--- src/rtl/mc_ctrl_pkg.sv ---
// Shared constants for the multicycle control unit: state encodings,
// opcode/function fields, ALU operation codes and datapath select codes.
package mc_ctrl_pkg;

  typedef enum logic [3:0] {
    ST_FETCH    = 4'd0,
    ST_DECODE   = 4'd1,
    ST_MEM_ADDR = 4'd2,
    ST_MEM_RD   = 4'd3,
    ST_MEM_WB   = 4'd4,
    ST_MEM_WR   = 4'd5,
    ST_EXEC_R   = 4'd6,
    ST_WB_R     = 4'd7,
    ST_EXEC_I   = 4'd8,
    ST_WB_I     = 4'd9,
    ST_BRANCH   = 4'd10,
    ST_JUMP     = 4'd11,
    ST_HALT     = 4'd12
  } state_t;

  localparam logic [5:0] OP_RTYPE = 6'b000000;
  localparam logic [5:0] OP_LW    = 6'b100011;
  localparam logic [5:0] OP_SW    = 6'b101011;
  localparam logic [5:0] OP_ADDI  = 6'b001000;
  localparam logic [5:0] OP_ANDI  = 6'b001100;
  localparam logic [5:0] OP_ORI   = 6'b001101;
  localparam logic [5:0] OP_BEQ   = 6'b000100;
  localparam logic [5:0] OP_J     = 6'b000010;

  localparam logic [5:0] FUNC_ADD = 6'b100000;
  localparam logic [5:0] FUNC_SUB = 6'b100010;
  localparam logic [5:0] FUNC_AND = 6'b100100;
  localparam logic [5:0] FUNC_OR  = 6'b100101;

  localparam logic [1:0] ALUC_ADD = 2'b00;
  localparam logic [1:0] ALUC_SUB = 2'b01;
  localparam logic [1:0] ALUC_AND = 2'b10;
  localparam logic [1:0] ALUC_OR  = 2'b11;

  localparam logic [1:0] SRCB_REG   = 2'b00;
  localparam logic [1:0] SRCB_FOUR  = 2'b01;
  localparam logic [1:0] SRCB_SEXT  = 2'b10;
  localparam logic [1:0] SRCB_ZEXT  = 2'b11;

  localparam logic [1:0] PCSRC_ALU    = 2'b00;
  localparam logic [1:0] PCSRC_ALUOUT = 2'b01;
  localparam logic [1:0] PCSRC_JUMP   = 2'b10;

endpackage

--- src/rtl/alu_op_decode.sv ---
// Combinational opcode/function decoder: picks the ALU operation and
// second-operand source for execute states and flags unsupported encodings.
module alu_op_decode
  import mc_ctrl_pkg::*;
(
  input  logic [5:0] op,
  input  logic [5:0] func,
  output logic [1:0] aluc,
  output logic [1:0] alu_src_b,
  output logic       legal
);

  always_comb begin
    aluc      = ALUC_ADD;
    alu_src_b = SRCB_SEXT;
    legal     = 1'b0;
    case (op)
      OP_RTYPE: begin
        alu_src_b = SRCB_REG;
        legal     = 1'b1;
        case (func)
          FUNC_ADD: aluc = ALUC_ADD;
          FUNC_SUB: aluc = ALUC_SUB;
          FUNC_AND: aluc = ALUC_AND;
          FUNC_OR:  aluc = ALUC_OR;
          default:  legal = 1'b0;
        endcase
      end
      OP_LW, OP_SW, OP_BEQ, OP_J, OP_ADDI: legal = 1'b1;
      OP_ANDI: begin
        alu_src_b = SRCB_ZEXT;
        aluc      = ALUC_AND;
        legal     = 1'b1;
      end
      OP_ORI: begin
        alu_src_b = SRCB_ZEXT;
        aluc      = ALUC_OR;
        legal     = 1'b1;
      end
      default: legal = 1'b0;
    endcase
  end

endmodule

--- src/rtl/mc_ctrl_unit.sv ---
// Moore-style control FSM for a multicycle MIPS-like datapath, sequencing
// lw/sw/R-type/I-type/beq/j through their fetch-decode-execute states.
module mc_ctrl_unit
  import mc_ctrl_pkg::*;
#(
  parameter bit ILLEGAL_HALT = 1'b0
) (
  input  logic       Clk,
  input  logic       Clrn,
  input  logic [5:0] Op,
  input  logic [5:0] Func,
  input  logic       Z,
  output logic [1:0] Aluc,
  output logic       PCWrite,
  output logic       PCWriteCond,
  output logic       IorD,
  output logic       MemRead,
  output logic       MemWrite,
  output logic       IRWrite,
  output logic       RegWrite,
  output logic       RegDst,
  output logic       MemToReg,
  output logic       ALUSrcA,
  output logic [1:0] ALUSrcB,
  output logic [1:0] PCSource,
  output logic       PCEn,
  output logic       InstrDone,
  output logic       Illegal,
  output logic [3:0] State
);

  state_t     state, state_next;
  logic [5:0] op_q, func_q;
  logic       running;
  logic [5:0] dec_op, dec_func;
  logic [1:0] dec_aluc, dec_src_b;
  logic       dec_legal;

  // Instruction fields are only live in DECODE; afterwards use the copy.
  assign dec_op   = (state == ST_DECODE) ? Op   : op_q;
  assign dec_func = (state == ST_DECODE) ? Func : func_q;

  alu_op_decode u_dec (
    .op        (dec_op),
    .func      (dec_func),
    .aluc      (dec_aluc),
    .alu_src_b (dec_src_b),
    .legal     (dec_legal)
  );

  // running holds the first FETCH back until the first edge after reset release.
  always_ff @(posedge Clk or negedge Clrn) begin
    if (!Clrn) begin
      state   <= ST_FETCH;
      op_q    <= '0;
      func_q  <= '0;
      running <= 1'b0;
    end else begin
      state   <= state_next;
      running <= 1'b1;
      if (state == ST_DECODE) begin
        op_q   <= Op;
        func_q <= Func;
      end
    end
  end

  always_comb begin
    state_next = state;
    case (state)
      ST_FETCH:    state_next = running ? ST_DECODE : ST_FETCH;
      ST_DECODE: begin
        if (!dec_legal)
          state_next = ILLEGAL_HALT ? ST_HALT : ST_FETCH;
        else begin
          case (Op)
            OP_LW, OP_SW:             state_next = ST_MEM_ADDR;
            OP_RTYPE:                 state_next = ST_EXEC_R;
            OP_ADDI, OP_ANDI, OP_ORI: state_next = ST_EXEC_I;
            OP_BEQ:                   state_next = ST_BRANCH;
            OP_J:                     state_next = ST_JUMP;
            default:                  state_next = ST_FETCH;
          endcase
        end
      end
      ST_MEM_ADDR: state_next = (op_q == OP_SW) ? ST_MEM_WR : ST_MEM_RD;
      ST_MEM_RD:   state_next = ST_MEM_WB;
      ST_EXEC_R:   state_next = ST_WB_R;
      ST_EXEC_I:   state_next = ST_WB_I;
      ST_HALT:     state_next = ST_HALT;
      default:     state_next = ST_FETCH;
    endcase
  end

  always_comb begin
    Aluc        = ALUC_ADD;
    PCWrite     = 1'b0;
    PCWriteCond = 1'b0;
    IorD        = 1'b0;
    MemRead     = 1'b0;
    MemWrite    = 1'b0;
    IRWrite     = 1'b0;
    RegWrite    = 1'b0;
    RegDst      = 1'b0;
    MemToReg    = 1'b0;
    ALUSrcA     = 1'b0;
    ALUSrcB     = SRCB_REG;
    PCSource    = PCSRC_ALU;
    InstrDone   = 1'b0;
    Illegal     = 1'b0;
    if (running) begin
      case (state)
        ST_FETCH: begin
          MemRead = 1'b1;
          IRWrite = 1'b1;
          ALUSrcB = SRCB_FOUR;
          PCWrite = 1'b1;
        end
        ST_DECODE: begin
          ALUSrcB = SRCB_SEXT;
          Illegal = !dec_legal;
        end
        ST_MEM_ADDR: begin
          ALUSrcA = 1'b1;
          ALUSrcB = SRCB_SEXT;
        end
        ST_MEM_RD: begin
          MemRead = 1'b1;
          IorD    = 1'b1;
        end
        ST_MEM_WB: begin
          RegWrite  = 1'b1;
          MemToReg  = 1'b1;
          InstrDone = 1'b1;
        end
        ST_MEM_WR: begin
          MemWrite  = 1'b1;
          IorD      = 1'b1;
          InstrDone = 1'b1;
        end
        ST_EXEC_R, ST_EXEC_I: begin
          ALUSrcA = 1'b1;
          ALUSrcB = dec_src_b;
          Aluc    = dec_aluc;
        end
        ST_WB_R: begin
          RegWrite  = 1'b1;
          RegDst    = 1'b1;
          InstrDone = 1'b1;
        end
        ST_WB_I: begin
          RegWrite  = 1'b1;
          InstrDone = 1'b1;
        end
        ST_BRANCH: begin
          ALUSrcA     = 1'b1;
          Aluc        = ALUC_SUB;
          PCWriteCond = 1'b1;
          PCSource    = PCSRC_ALUOUT;
          InstrDone   = 1'b1;
        end
        ST_JUMP: begin
          PCWrite   = 1'b1;
          PCSource  = PCSRC_JUMP;
          InstrDone = 1'b1;
        end
        default: ;
      endcase
    end
  end

  assign PCEn  = PCWrite | (PCWriteCond & Z);
  assign State = state;

endmodule
--- config.mk ---
export PLATFORM = sky130hd
export DESIGN_NAME = mc_ctrl_unit
export DESIGN_NICKNAME = d
export VERILOG_FILES = /design/src/rtl/mc_ctrl_pkg.sv /design/src/rtl/alu_op_decode.sv /design/src/rtl/mc_ctrl_unit.sv
export SDC_FILE = /design/constraint.sdc
export NUM_CORES = 1
export LEC_CHECK = 0
export BUFFER_PORTS_ARGS = -buffer_cell sky130_fd_sc_hd__buf_2
export CAP_MARGIN = 25
export CORE_MARGIN = 3
export CORE_UTILIZATION = 54
export DETAILED_ROUTE_END_ITERATION = 6
export PLACE_DENSITY_LB_ADDON = 0.2
export SYNTH_ARGS = -nofsm -noshare
export SYNTH_HDL_FRONTEND = slang
export SYNTH_SLANG_ARGS = --single-unit
--- constraint.sdc ---
create_clock -name Clk -period 4 [get_ports Clk]
set_input_delay 0.6 -clock Clk [delete_from_list [all_inputs] [get_ports Clk]]
set_output_delay 0.6 -clock Clk [all_outputs]
set_load 0.01 [all_outputs]
==> results of run 1 <==
final cells by class:
type / instances / area share
tap: 27 / 0.0234
timing repair buffer: 38 / 0.134
inverter: 1 / 0.00260
clock buffer: 4 / 0.0182
multi-input combinational: 140 / 0.527
sequential: 17 / 0.295
where the power goes:
| part | total (mW) | switching [mW] | internal, mW |
|---|---|---|---|
| registers | 0.330 | 0.0865 | 0.244 |
| clock network | 0.0903 | 0.0514 | 0.0388 |
| logic | 0.408 | 0.233 | 0.175 |
cell usage after synthesis:
| library cell | count |
|---|---|
| or2_2 | 1 |
| buf_4 | 1 |
| or3b_1 | 1 |
| o21ai_1 | 1 |
| conb_1 | 1 |
| a31o_2 | 1 |
| nor3b_1 | 5 |
| o32ai_1 | 2 |
| a31oi_1 | 1 |
| o211a_1 | 2 |
| a22o_1 | 1 |
| nor3_1 | 5 |
| or3_1 | 2 |
| nor4bb_1 | 1 |
| o31ai_1 | 1 |
| clkbuf_1 | 7 |
| a22oi_1 | 1 |
| nand3_1 | 4 |
| o41ai_2 | 1 |
| o21a_1 | 1 |
| nand2_1 | 52 |
| nor4b_2 | 1 |
| or4b_4 | 1 |
| nand2b_1 | 4 |
| xnor2_1 | 1 |
| inv_1 | 1 |
| o22ai_1 | 2 |
| dfrtp_1 | 17 |
| and3b_1 | 1 |
| a21oi_1 | 7 |
| a41oi_1 | 1 |
| nand3b_1 | 3 |
| a21boi_0 | 3 |
| nor2_1 | 16 |
| mux2i_1 | 1 |
| a21o_1 | 2 |
| o21ai_0 | 4 |
| or4_1 | 1 |
| nor2b_1 | 6 |
| nor4_1 | 2 |
cell families (layout without fill, tap and decap cells):
| group | count (synthesis) | in the layout | share of synthesized area |
|---|---|---|---|
| DFF | 17 | 17 | 0.348 |
| buffers and inverters | 9 | 43 | 0.0307 |
| other | 1 | 1 | 0.00307 |
| xor gates and xnor gates | 1 | 1 | 0.00717 |
| AOI/OAI and AO/OA | 31 | 31 | 0.179 |
| and+or+nand+nor | 106 | 106 | 0.424 |
| muxes | 1 | 1 | 0.00819 |
worst max-delay path by stage:
stage,depth (start not counted),to,slack [ns]
finish,6,Aluc[0],0.80
global route,6,Aluc[0],0.57
CTS,6,Aluc[0],0.80
detailed placement,6,Aluc[0],1.12
global placement,6,Aluc[0],1.20
floorplan,5,Aluc[0],1.54
per-stage QoR:
stage | power (mW) | instances
finish | 0.828 | 227
global placement | 0.725 | 223
floorplan | 0.614 | 166
global route | 0.915 | 227
detailed placement | 0.744 | 223
CTS | 0.833 | 227
routing by layer:
| layer | routed length [microns] | vias up | GRT usage |
|---|---|---|---|
| li1 | - | 648 | - |
| met1 | 1220 | 578 | 0.277 |
| met2 | 1430 | 56 | 0.433 |
| met3 | 260 | 5 | 0.0332 |
| met4 | 37 | 0 | 0.0766 |
| met5 | 0 | - | 0 |
worst max-delay path, stage by stage, from the launching register on:
cell and delay (ns):
dfrtp_1 0.55, or4b_4 0.74, nor4_1 0.33, a41oi_1 0.11, or3b_1 0.37, nand3b_1 0.08
buf_2 0.13
layout by cell type, fill, tap and decap left out, types with 3 or more instances in the layout:
master	synthesis	layout
a21boi_0	3	3
a21oi_1	7	7
buf_2	0	37
clkbuf_4	0	3
dfrtp_1	17	17
nand2_1	52	52
nand2b_1	4	4
nand3_1	4	4
nand3b_1	3	3
nor2_1	16	16
nor2b_1	6	6
nor3_1	5	5
nor3b_1	5	5
o21ai_0	4	4
flip-flops by register name, indices dropped and copies added, names as in the netlist:
signal	cells
running	1
State	4
op_q	6
func_q	6
==> results.txt, run 1 <==
WHS = 0.209 ns
RSZ-0062 raised after global routing = no
Yosys warning count = 0
Non-Filler Cell Area, Final = 1440 sq um
Initial DRC count = 19
Antenna diodes = 0
CTS Sinks = 17
Core ar. = 2040 sq um
Largest net degree at the start of global routing = 23
F_max = 0.312 GHz
Worst Setup Start Kind = flop
DRT Wirelength = 2950 microns
Critical Path AT = 2.60 ns
Fin. Hold Viols = 0
Cts hold-fix bufs = 0
Fin util = 0.706
Worst Skew = 0.00768 ns
I/O Buffers = 37
PwrDens = 575 nW/um^2
Pre-Repair DR Iteration Count = 4
CTS HTree Levels = 1
Setup TNS = 0 ns
Synth Instances = 166
Yosys cell types = 40
Syn_area_per_cell = 7.36 sq um
Synth top area cells = dfrtp_1, nand2_1, nor2_1
Dpl hpwl = 2280 microns
Sequential share of the synthesized area = 0.348
Vias in the first global route = 1143
Worst EP required = 3.40 ns
Top-area cell type share of the netlist area = 0.348
Initial antenna violation count = 0
#FFs+latches synth = 17
Std cell rows = 16
CTS tree = done
First-pass GRT wire length = 4920 microns
Via count = 1287
IO Count = 38
Clk slew on worst S/H paths = 0.09 ns
Setup violations, final = 0
Per-cell routed wire length = 13.0 microns
Clock root buffer = clkbuf_4
Die area = 2870 sq um
Mapped cell area = 1220 sq um
GP Congestion = 0.890
Largest area contributor in the netlist = dfrtp_1
CP max FO = 22
PostCTS Resize Cnt = 0
Worst Setup SP = State[1]$_DFF_PN0_
Setup bufs post-CTS = 0
Setup Crit Path Kind = flop to primary output
GRT Overall Usage = 0.235
GRT Residual Overflow = 0
Max-cap violations = 0
Synth Net Count = 181
Register Area = 425 sq um
Worst min-delay path category = input port to asynchronous set/reset pin
Worst-Skew Late Latency = 0.29 ns
Outcome = finished, final reports clean
Final Max Slew Viols = 0
Total CTS buffers = 3
Reg-to-Reg Start = State[1]$_DFF_PN0_
CTS max path bufs = 2
Antenna viol nets, final = 0
Routed vias/inst = 5.67
Layout cell share with drive strength beyond 1 = 0.230
Minimum clock period = 3.20 ns
Drc violations = 0
Filler Cell Count = 187
Multi-input logic area = 759 sq um
Worst setup margin = 0.797 ns
Die W = 53.6 microns
Reg-to-reg endpoint = State[1]$_DFF_PN0_
Static Leak = 0.736 nW
Die height = 53.6 microns
Worst setup EP type = primary output
Area Growth Syn to Fin = 17.9%
Reg2Reg Depth = 4
Final #Nets = 216
Pre-CTS setup slack = 1.12 ns
Initial Util = 0.599
Placement Cell Area = 1420 sq um
Tcrit/Tclk final = 0.801
Reg-to-reg slack, setup = 2.18 ns
Maximum VDD drop = 0.460 mV
Power figures use the tool's default switching activity.
==> run 2, diff against run 1 <==
CORE_UTILIZATION = 50   (was 54)
clock period = 3.3 ns   (was 4 ns; I/O delays follow)
==> results.txt, run 2 (synthesis gave the netlist of run 1 again) <==
Outcome = finished, final reports clean
PostCTS Resize Cnt = 0 (unchanged)
PwrDens = 697 nW/um^2 (+21%)
Reg-to-reg endpoint = State[1]$_DFF_PN0_
Reg-to-reg slack, setup = 1.56 ns (-0.62 ns)
Routed vias/inst = 5.61 (-1.1%)
Dpl hpwl = 2330 microns (+2.0%)
Antenna diodes = 0 (unchanged)
Sequential power share = 0.399 (about the same)
Most common cell after layout, fill and taps aside = nand2_1
Reg-to-Reg Start = State[3]$_DFF_PN0_
Fin util = 0.637 (-0.0687)
Final Max Slew Viols = 0 (unchanged)
Final #Nets = 217 (+0.46%)
Initial DRC count = 71 (+52)
IO Count = 38 (unchanged)
Layout cell share with drive strength beyond 1 = 0.234 (+0.00383)
Per-cell routed wire length = 13.3 microns (+2.1%)
Largest net degree at the start of global routing = 23 (unchanged)
Std cell rows = 17 (+1)
Tcrit/Tclk final = 0.931
Worst min-delay path category = input port to asynchronous set/reset pin
DRT Wirelength = 3040 microns (+3.0%)
Reg2Reg Depth = 4 (unchanged)
Via count = 1284 (-0.23%)
Cts hold-fix bufs = 0 (unchanged)
Switch share = 0.451 (+0.00300)
Core ar. = 2280 sq um (+11%)
Worst Setup Start Kind = flop
Pre-Repair DR Iteration Count = 4 (unchanged)
Initial antenna violation count = 0 (unchanged)
Setup bufs post-CTS = 0 (unchanged)
Initial Util = 0.537 (-0.0615)
Vias in the first global route = 1259 (+10%)
CTS max path bufs = 2 (unchanged)
F_max = 0.325 GHz
I/O Buffers = 37 (unchanged)
Static Leak = 0.741 nW (+0.74%)
Final cell count without fillers = 229 (+0.88%)
Setup TNS = 0 ns (unchanged)
Die area = 3070 sq um (+7.1%)
Setup Crit Path Kind = flop to primary output
Psw = 456 uW (+23%)
CTS tree = done
Comb power frac = 0.493 (about the same)
GRT Residual Overflow = 0 (unchanged)
Worst EP required = 2.80 ns (-0.60 ns)
Maximum VDD drop = 0.437 mV (-5.1%)
Most frequent cells in the layout = nand2_1, buf_2, dfrtp_1, nor2_1, a21oi_1
Drc violations = 0 (unchanged)
GP Congestion = 0.873 (-1.9%)
Pint = 555 uW (+21%)
GRT Overall Usage = 0.208 (-0.0272)
Minimum clock period = 3.07 ns
Area Growth Syn to Fin = 18.6%
Fin. Hold Viols = 0 (unchanged)
CP max FO = 22 (unchanged)
Setup violations, final = 0 (unchanged)
CTS HTree Levels = 1 (unchanged)
Post-Place Cells = 225 (+0.90%)
Critical Path AT = 2.58 ns (-0.02 ns)
Worst setup EP type = primary output
First-pass GRT wire length = 5380 microns (+9.4%)
Antenna viol nets, final = 0 (unchanged)
Die W = 55.4 microns (+3.5%)
Die height = 55.4 microns (+3.5%)
Max-cap violations = 0 (unchanged)
Clock root buffer = clkbuf_4
Clk slew on worst S/H paths = 0.10 ns (about the same)
RSZ-0062 raised after global routing = no
Clock group share of total power = 0.108 (about the same)
Worst-Skew Late Latency = 0.28 ns (about the same)
CTS Sinks = 17 (unchanged)
Total CTS buffers = 3 (unchanged)
Worst Skew = 0.00212 ns (-0.00556 ns)
run 2: metrics by stage:
stage / setup slack, ns / hold WS [ns] / instance area, sq um / total power [mW]
3_3_place_gp: 0.618 / 0.433 / 1420 / 0.886
6_report: 0.227 / 0.117 / 1450 / 1.01
2_1_floorplan: 0.943 / 0.199 / 1220 / 0.744
3_5_place_dp: 0.544 / 0.442 / 1420 / 0.904
4_1_cts: 0.212 / 0.123 / 1450 / 1.02
5_1_grt: 0.0533 / 0.121 / 1450 / 1.11
run 2: power by group through the flow:
stage                     registers (mW)  logic [mW]  clock network [mW]
after global placement             0.397       0.489                   0
after CTS                          0.400       0.500               0.115
after floorplan                    0.363       0.381                   0
after detailed placement           0.405       0.498                   0
after global routing               0.421       0.567               0.125
final                              0.403       0.498               0.109
run 2: layout make-up:
| class | instances | area (sq um) |
|---|---|---|
| Sequential cell | 17 | 425 |
| Timing Repair Buffer | 39 | 200 |
| Clock buffer | 4 | 26.3 |
| Fill cell | 213 | 826 |
| Multi-Input combinational cell | 140 | 759 |
| Tap cell | 28 | 35.0 |
| Inverter | 1 | 3.75 |
run 2: routing by layer:
layer | GRT usage | wire [microns] | share of wire | vias up
li1 | - | - | - | 646
met1 | 0.254 | 1280 | 0.42 | 580
met2 | 0.373 | 1530 | 0.50 | 52
met3 | 0.0257 | 181 | 0.060 | 6
met4 | 0.0694 | 39 | 0.013 | 0
met5 | 0 | 0 | 0 | -
run 2: worst max-delay path, stage by stage (launching register included):
cell	delay (ns)
dfrtp_1	0.54
or4b_4	0.72
nor4_1	0.31
a41oi_1	0.11
or3b_1	0.38
nand3b_1	0.10
buf_2	0.13
run 2: worst max path at each step:
| stage | start | endpoint |
|---|---|---|
| finish | State[3]$_DFF_PN0_ | Aluc[0] |
| global route | State[2]$_DFF_PN0_ | Aluc[0] |
| CTS | State[2]$_DFF_PN0_ | Aluc[0] |
| detailed placement | State[2]$_DFF_PN0_ | Aluc[0] |
| global placement | State[3]$_DFF_PN0_ | Aluc[0] |
| floorplan | State[1]$_DFF_PN0_ | Aluc[0] |
